<file path="config.mk">
export PLATFORM = sky130hd
export DESIGN_NAME = ex_muldiv
export DESIGN_NICKNAME = d
export VERILOG_FILES = /design/src/rtl/ex_muldiv_pkg.sv /design/src/rtl/ex_muldiv_div.sv /design/src/rtl/ex_muldiv.sv
export SDC_FILE = /design/constraint.sdc
export NUM_CORES = 1
export LEC_CHECK = 0
export BUFFER_PORTS_ARGS = -buffer_cell sky130_fd_sc_hd__buf_2
export CORE_MARGIN = 5
export CORE_UTILIZATION = 25
export CTS_CLUSTER_DIAMETER = 60
export CTS_CLUSTER_SIZE = 28
export DETAILED_ROUTE_END_ITERATION = 12
export HOLD_SLACK_MARGIN = 0.08
export PLACE_DENSITY = 0.45
export SLEW_MARGIN = 20
export SYNTH_ARGS = -nofsm -noshare
export SYNTH_HDL_FRONTEND = slang
export SYNTH_SLANG_ARGS = --single-unit
export TNS_END_PERCENT = 10
</file>
<file path="constraint.sdc">
create_clock -name clk -period 10.62 [get_ports clk]
set_input_delay 1.593 -clock clk [delete_from_list [all_inputs] [get_ports clk]]
set_output_delay 1.593 -clock clk [all_outputs]
set_load 0.1 [all_outputs]
</file>
<file path="src/rtl/ex_muldiv_pkg.sv">
// Shared encodings for the EX-stage M-extension unit: funct3 operation codes,
// operand forwarding selects and the sequencer state type.
package ex_muldiv_pkg;

  localparam logic [2:0] OP_MUL    = 3'd0;
  localparam logic [2:0] OP_MULH   = 3'd1;
  localparam logic [2:0] OP_MULHSU = 3'd2;
  localparam logic [2:0] OP_MULHU  = 3'd3;
  localparam logic [2:0] OP_DIV    = 3'd4;
  localparam logic [2:0] OP_DIVU   = 3'd5;
  localparam logic [2:0] OP_REM    = 3'd6;
  localparam logic [2:0] OP_REMU   = 3'd7;

  localparam logic [1:0] FWD_RF     = 2'b00;
  localparam logic [1:0] FWD_MEM    = 2'b01;
  localparam logic [1:0] FWD_WB     = 2'b10;
  localparam logic [1:0] FWD_RF_ALT = 2'b11;

  typedef enum logic [1:0] {
    ST_IDLE = 2'd0,
    ST_RUN  = 2'd1,
    ST_DONE = 2'd2
  } md_state_e;

  function automatic logic is_div_op(input logic [2:0] op);
    return op[2];
  endfunction

  function automatic logic is_signed_div(input logic [2:0] op);
    return (op == OP_DIV) || (op == OP_REM);
  endfunction

  function automatic logic is_rem_op(input logic [2:0] op);
    return op[2] & op[1];
  endfunction

endpackage

</file>
<file path="src/rtl/ex_muldiv_div.sv">
// Restoring radix-2 divider on unsigned magnitudes. quo_nxt/rem_nxt expose the
// result of the current iteration so the caller can capture the final step directly.
module md_div_core #(
  parameter int XLEN = 32
) (
  input  logic            clk,
  input  logic            rst_n,
  input  logic            load,
  input  logic            step,
  input  logic [XLEN-1:0] dividend,
  input  logic [XLEN-1:0] divisor,
  output logic [XLEN-1:0] quo_nxt,
  output logic [XLEN-1:0] rem_nxt
);

  logic [XLEN-1:0] quo_q, quo_d;
  logic [XLEN-1:0] rem_q, rem_d;
  logic [XLEN-1:0] dvs_q, dvs_d;
  logic [XLEN:0]   shifted;
  logic [XLEN:0]   diff;

  // quo_q starts as the dividend; its MSB shifts into the partial remainder
  // each step while the new quotient bit enters at the LSB.
  always_comb begin
    shifted = {rem_q, quo_q[XLEN-1]};
    diff    = shifted - {1'b0, dvs_q};
    if (diff[XLEN]) begin
      rem_nxt = shifted[XLEN-1:0];
      quo_nxt = {quo_q[XLEN-2:0], 1'b0};
    end else begin
      rem_nxt = diff[XLEN-1:0];
      quo_nxt = {quo_q[XLEN-2:0], 1'b1};
    end
  end

  always_comb begin
    quo_d = quo_q;
    rem_d = rem_q;
    dvs_d = dvs_q;
    if (load) begin
      quo_d = dividend;
      rem_d = '0;
      dvs_d = divisor;
    end else if (step) begin
      quo_d = quo_nxt;
      rem_d = rem_nxt;
    end
  end

  always_ff @(posedge clk or negedge rst_n) begin
    if (!rst_n) begin
      quo_q <= '0;
      rem_q <= '0;
      dvs_q <= '0;
    end else begin
      quo_q <= quo_d;
      rem_q <= rem_d;
      dvs_q <= dvs_d;
    end
  end

endmodule

</file>
<file path="src/rtl/ex_muldiv.sv">
// Iterative EX-stage multiply/divide unit: one radix-2 step per cycle, stalls the
// front of the pipe while busy, and pulses md_done with a registered result.
module ex_muldiv
  import ex_muldiv_pkg::*;
#(
  parameter int XLEN  = 32,
  parameter int CNT_W = $clog2(XLEN) + 1
) (
  input  logic            clk,
  input  logic            rst_n,
  input  logic            md_valid_ex,
  input  logic [2:0]      md_op_ex,
  input  logic            flush_ex,
  input  logic [XLEN-1:0] rs1_data_ex,
  input  logic [XLEN-1:0] rs2_data_ex,
  input  logic [XLEN-1:0] reg_write_data_mem,
  input  logic [XLEN-1:0] reg_write_data_wb,
  input  logic [1:0]      rs1_fwd_ex,
  input  logic [1:0]      rs2_fwd_ex,
  output logic            md_stall,
  output logic            md_done,
  output logic [XLEN-1:0] md_result
);

  localparam logic [XLEN-1:0] MOST_NEG = {1'b1, {(XLEN-1){1'b0}}};

  md_state_e         state_q, state_d;
  logic [CNT_W-1:0]  cnt_q, cnt_d;
  logic [2:0]        op_q, op_d;
  logic              res_neg_q, res_neg_d;
  logic              rem_neg_q, rem_neg_d;
  logic [2*XLEN-1:0] prod_q, prod_d;
  logic [XLEN-1:0]   mcand_q, mcand_d;
  logic [XLEN-1:0]   md_result_q, md_result_d;

  logic [XLEN-1:0]   op_a, op_b, a_mag, b_mag, special_res, final_res;
  logic              a_neg, b_neg, div_zero, div_ovf, special, accept, last_iter;
  logic [XLEN:0]     mul_sum;
  logic [2*XLEN-1:0] prod_nxt, prod_fin;
  logic [XLEN-1:0]   quo_nxt, rem_nxt, quo_fin, rem_fin;

  // Operand selection and sign handling for the instruction currently in EX.
  always_comb begin
    case (rs1_fwd_ex)
      FWD_MEM: op_a = reg_write_data_mem;
      FWD_WB:  op_a = reg_write_data_wb;
      default: op_a = rs1_data_ex;
    endcase
    case (rs2_fwd_ex)
      FWD_MEM: op_b = reg_write_data_mem;
      FWD_WB:  op_b = reg_write_data_wb;
      default: op_b = rs2_data_ex;
    endcase
    a_neg = op_a[XLEN-1] & ((md_op_ex == OP_MULH) || (md_op_ex == OP_MULHSU) ||
                            is_signed_div(md_op_ex));
    b_neg = op_b[XLEN-1] & ((md_op_ex == OP_MULH) || is_signed_div(md_op_ex));
    a_mag = a_neg ? -op_a : op_a;
    b_mag = b_neg ? -op_b : op_b;
    div_zero = is_div_op(md_op_ex) && (op_b == '0);
    div_ovf  = is_signed_div(md_op_ex) && (op_a == MOST_NEG) && (op_b == '1);
    special  = div_zero | div_ovf;
    if (div_zero) special_res = is_rem_op(md_op_ex) ? op_a : '1;
    else          special_res = is_rem_op(md_op_ex) ? '0 : op_a;
  end

  assign accept    = (state_q == ST_IDLE) && md_valid_ex && !flush_ex;
  assign last_iter = (cnt_q == CNT_W'(XLEN - 1));

  // Shift-add multiply: multiplier sits in the low half and drains out the
  // bottom while partial sums accumulate into the top half.
  always_comb begin
    mul_sum  = {1'b0, prod_q[2*XLEN-1:XLEN]} + (prod_q[0] ? {1'b0, mcand_q} : '0);
    prod_nxt = {mul_sum, prod_q[XLEN-1:1]};
  end

  md_div_core #(.XLEN(XLEN)) u_div (
    .clk      (clk),
    .rst_n    (rst_n),
    .load     (accept),
    .step     ((state_q == ST_RUN) && is_div_op(op_q)),
    .dividend (a_mag),
    .divisor  (b_mag),
    .quo_nxt  (quo_nxt),
    .rem_nxt  (rem_nxt)
  );

  always_comb begin
    prod_fin = res_neg_q ? -prod_nxt : prod_nxt;
    quo_fin  = res_neg_q ? -quo_nxt : quo_nxt;
    rem_fin  = rem_neg_q ? -rem_nxt : rem_nxt;
    case (op_q)
      OP_MUL:                       final_res = prod_fin[XLEN-1:0];
      OP_MULH, OP_MULHSU, OP_MULHU: final_res = prod_fin[2*XLEN-1:XLEN];
      OP_DIV, OP_DIVU:              final_res = quo_fin;
      default:                      final_res = rem_fin;
    endcase
  end

  always_comb begin
    op_d      = op_q;
    res_neg_d = res_neg_q;
    rem_neg_d = rem_neg_q;
    mcand_d   = mcand_q;
    prod_d    = prod_q;
    if (accept) begin
      op_d      = md_op_ex;
      res_neg_d = a_neg ^ b_neg;
      rem_neg_d = a_neg;
      mcand_d   = a_mag;
      prod_d    = {{XLEN{1'b0}}, b_mag};
    end else if ((state_q == ST_RUN) && !is_div_op(op_q)) begin
      prod_d = prod_nxt;
    end
  end

  // Sequencer: flush always wins; DONE lasts one cycle and never re-accepts.
  always_comb begin
    state_d     = state_q;
    cnt_d       = cnt_q;
    md_result_d = md_result_q;
    case (state_q)
      ST_IDLE: begin
        if (accept) begin
          cnt_d = '0;
          if (special) begin
            state_d     = ST_DONE;
            md_result_d = special_res;
          end else begin
            state_d = ST_RUN;
          end
        end
      end
      ST_RUN: begin
        if (flush_ex) begin
          state_d = ST_IDLE;
        end else begin
          cnt_d = cnt_q + CNT_W'(1);
          if (last_iter) begin
            state_d     = ST_DONE;
            md_result_d = final_res;
          end
        end
      end
      ST_DONE: state_d = ST_IDLE;
      default: state_d = ST_IDLE;
    endcase
  end

  always_ff @(posedge clk or negedge rst_n) begin
    if (!rst_n) begin
      state_q     <= ST_IDLE;
      cnt_q       <= '0;
      op_q        <= '0;
      res_neg_q   <= 1'b0;
      rem_neg_q   <= 1'b0;
      prod_q      <= '0;
      mcand_q     <= '0;
      md_result_q <= '0;
    end else begin
      state_q     <= state_d;
      cnt_q       <= cnt_d;
      op_q        <= op_d;
      res_neg_q   <= res_neg_d;
      rem_neg_q   <= rem_neg_d;
      prod_q      <= prod_d;
      mcand_q     <= mcand_d;
      md_result_q <= md_result_d;
    end
  end

  // rst_n is folded in so the stall drops the instant reset asserts.
  assign md_stall  = rst_n & md_valid_ex & ~flush_ex &
                     ((state_q == ST_IDLE) || (state_q == ST_RUN));
  assign md_done   = (state_q == ST_DONE);
  assign md_result = md_result_q;

endmodule

</file>
==> run_results.csv <==
group,metric,value,unit
placement,pre_cts_ws,3710,ps
cts,path_clk_slew,60,ps
setup_path,reg2reg_from,"u_div.quo_q[31]",
floorplan,initial_core_util,25.1,%
yosys,synth_edf_count,0,
floorplan,die_x,294,µm
floorplan,core_area,80300,µm²
yosys,synth_ff_type,"dfrtp_1",
routing,drtIter0Drc,1974,
pwr,powerDensity,353,nW/µm²
setup_path,cp.required,11060,ps
placement,gp_congestion,0.966,
global_route,gr-total-overflow,0,
cts,cts_tree,"yes",
yosys,ys_async_sr_fraction,100,%
yosys,avgSynthCellArea,7.85,µm²
timing,setup_viol,0,
routing,vias,20800,
timing,rsz0062_at_grt,"no",
timing,fin_ws,4130,ps
routing,wirelength,96.0,mm
global_route,track_usage,21.1,%
timing,finalHoldViolCount,0,
cts,htreeDepth,2,
yosys,synth_seq_cells,237,
outcome,status,"complete, no violations",
yosys,synth_cells,2572,
finish,stdcell_count,3733,
global_route,grt_pass1_wl,139,mm
timing,relSlewSlack,11.9,%
cts,cts_hold_buf,0,
setup_path,start_kind,"primary input",
routing,drc,0,
cts,cts_buffers,35,
cts,cts_sinks,237,
setup_path,startpoint,"rs2_fwd_ex[0]",
floorplan,rows,104,
routing,drt_first_pass_iters,8,
yosys,syn_nets,2788,
finish,syn2layout_area_growth,15.7,%
setup_path,critical_path.max_fanout,63,
yosys,yosysWarnings,0,
setup_path,crit_chain,"buf_2 -> inv_1 -> ha_1 -> buf_4 -> inv_1 -> o21ai_0 -> nor4b_1 -> and4bb_2 -> nor4b_1 -> nand4_1 -> buf_4 -> o211ai_1 -> o21ai_4 -> buf_4 -> mux2_2 -> nor3b_1 -> mux2i_1 -> nand2_1",
hold_path,hold_class,"reg2reg",
setup_path,arrival,6930,ps
setup_path,critPathSlowestCell,"nor4b_1",
global_route,antenna_found_initial,7,
routing,drtAntennaViolNets,0,
timing,final-max-slew-violation-count,0,
setup_path,endpoint_kind,"flop",
placement,dp.final_hpwl,74.6,mm
floorplan,die_h,294,µm
setup_path,ff2ff_path_depth,18,
pwr,power.leakage,9.73,nW
setup_path,path_class,"in2reg",
cts,cts_root_buf,"clkbuf_16",
cts,cts_post_setup_buffers_inserted,0,
floorplan,fp.dieArea,86500,µm²
yosys,synthDistinctLibCells,92,
yosys,seq_area_frac_synth,29.4,%
hold_path,hold_depth,1,
timing,finalCritPeriodShare,61.1,%
setup_path,cp_top_family,"simple AND/OR/NAND/NOR gates",
placement,io_buffers,172,
pwr,p_total,0.00825,W
global_route,grt_max_degree,184,
timing,tightest_slew,1320,ps
routing,avgRoutedWirePerCell,25.7,µm
setup_path,max_stage_delay,750,ps
hold_path,hold_start,"mcand_q[8]",
setup_path,rrSetupSlack,4540,ps
yosys,syn_area,20200,µm²
setup_path,crit_top_cell,"buf_4",
finish,nNetsFinal,2862,
pwr,peakVddDrop,0.271,mV
cts,clock_path_buffers,3,
finish,final_common_cell,"nand2_1",
setup_path,critPathBufInv,6,
timing,skew,41.2,ps
cts,insertion_delay,590,ps
finish,layout-drive-gt1-share,12.3,%
global_route,grt_pass1_vias,19900,
routing,routed_via_density,5.57,
placement,place_inst,3669,
setup_path,r2r_end,"md_result[27]",
timing,setup_tns,0,ps
finish,layout_common_cells,"293 x nand2_1, 268 x o21ai_0, 236 x dfrtp_1, 201 x a21oi_1, 171 x buf_2",
cts,post_cts_resized,0,
job,maxCapViolations,0,
hold_path,min_to,"mcand_q[8]",
floorplan,ioPinCount,173,
timing,period_needed,6490,ps
timing,clock.fmax,154,MHz
-- cells by family (layout without fill, tap and decap cells) --
| family | count (synthesis) | in the layout | synth area share, % |
|---|---|---|---|
| compound gates | 897 | 897 | 28.5 |
| xor+xnor | 226 | 226 | 9.81 |
| fa+ha+maj | 99 | 99 | 5.94 |
| buf+inv | 251 | 351 | 4.73 |
| flops | 237 | 237 | 29.4 |
| mux | 31 | 31 | 1.55 |
| other cells | 0 | 1 | 0 |
| simple gates | 831 | 831 | 20.1 |
-- how the worst max path moves through the flow --
stage,end,depth (start not counted),slack [ps]
after floorplan,md_stall,1,4520
after global placement,md_result[31],17,3820
after detailed placement,md_result[31],18,3710
after CTS,md_result[31],18,4300
after global routing,md_result[31],18,3930
final,md_result[31],18,4130
-- registers in the layout (all words and copies together), names as in the netlist --
name / count
mcand_q: 32
u_div.rem_q: 32
rem_neg_q: 1
md_result: 32
u_div.dvs_q: 32
cnt_q: 6
state_q: 2
u_div.quo_q: 32
prod_q: 64
res_neg_q: 1
op_q: 3
-- metrics by stage --
| step | hold WS, ps | area (µm²) | utilization, % |
|---|---|---|---|
| after floorplan | 438 | 20200 | - |
| after global placement | 457 | 22100 | 27.5 |
| after detailed placement | 458 | 22100 | 27.5 |
| after CTS | 476 | 23400 | 29.1 |
| after global routing | 484 | 23400 | 29.1 |
| final | 473 | 23400 | 29.1 |
-- Yosys cell counts, types with 6 or more instances --
cell / count / area share (%)
o221ai_1: 20 / 0.87
and2_1: 48 / 1.5
o21bai_1: 10 / 0.37
and3_1: 11 / 0.34
a221oi_1: 25 / 1.1
buf_1: 13 / 0.24
a41oi_1: 9 / 0.39
o21ai_1: 18 / 0.45
a31oi_1: 59 / 1.8
o21ai_0: 270 / 6.7
or4_1: 14 / 0.52
o31ai_1: 32 / 1.2
nand4_1: 24 / 0.74
a211oi_1: 13 / 0.48
nand2_1: 294 / 5.5
nor2b_1: 17 / 0.53
maj3_1: 22 / 1.1
or3_1: 26 / 0.81
and4_1: 9 / 0.39
a21o_1: 40 / 1.5
inv_1: 74 / 1.4
clkbuf_1: 152 / 2.8
a221o_1: 54 / 2.7
buf_2: 9 / 0.22
or2_2: 15 / 0.46
o22ai_1: 13 / 0.40
o21a_1: 16 / 0.60
xnor2_1: 119 / 5.2
a22oi_1: 38 / 1.4
o211ai_1: 18 / 0.67
o41ai_1: 14 / 0.61
a21oi_1: 201 / 5.0
nand3_1: 99 / 2.5
nand2b_1: 17 / 0.53
nor2_1: 157 / 2.9
nor4_1: 19 / 0.59
nor3b_1: 6 / 0.22
xor2_1: 107 / 4.6
mux2i_1: 29 / 1.4
dfrtp_1: 237 / 29
nor3_1: 41 / 1.0
ha_1: 75 / 4.6
-- layout make-up --
| cell class | count | area, µm² |
|---|---|---|
| well taps | 1060 | 1330 |
| fillers | 8681 | 56900 |
| repair buffers | 212 | 1180 |
| multi-input cells | 2084 | 13400 |
| clock buffers | 38 | 917 |
| flip-flops and latches | 237 | 5930 |
| clock inverters | 25 | 357 |
| diodes | 1 | 2.50 |
| inverters | 76 | 285 |
-- worst register-to-register path, stage by stage, from the launching register on --
cell	delay (ps)
dfrtp_1	400
inv_1	80
ha_1	160
inv_1	50
fa_1	420
a211oi_1	420
o211ai_1	340
nand3_1	260
a2111o_1	180
a21oi_1	80
buf_4	190
nor2_4	160
buf_4	480
mux2i_1	580
nand4_1	410
o31ai_1	360
xor2_1	130
a221oi_1	1120
nor2_1	110
-- routing by layer --
layer	GRT usage [%]	vias to the layer above	routed length (µm)
met2	34.0	817	44000
li1	-	9623	-
met3	2.74	122	5520
met5	0	-	0
met4	6.05	0	2930
met1	29.8	10200	43600
-- report_power, final --
part           total (W)  internal [W]  leakage (nW)  switching [W]
Sequential       0.00175       0.00129          2.95       0.000465
Clock            0.00128      0.000735         0.613       0.000549
Combinational    0.00521       0.00160          6.17        0.00361
Note: power is estimated with default switching activity, not from simulation.
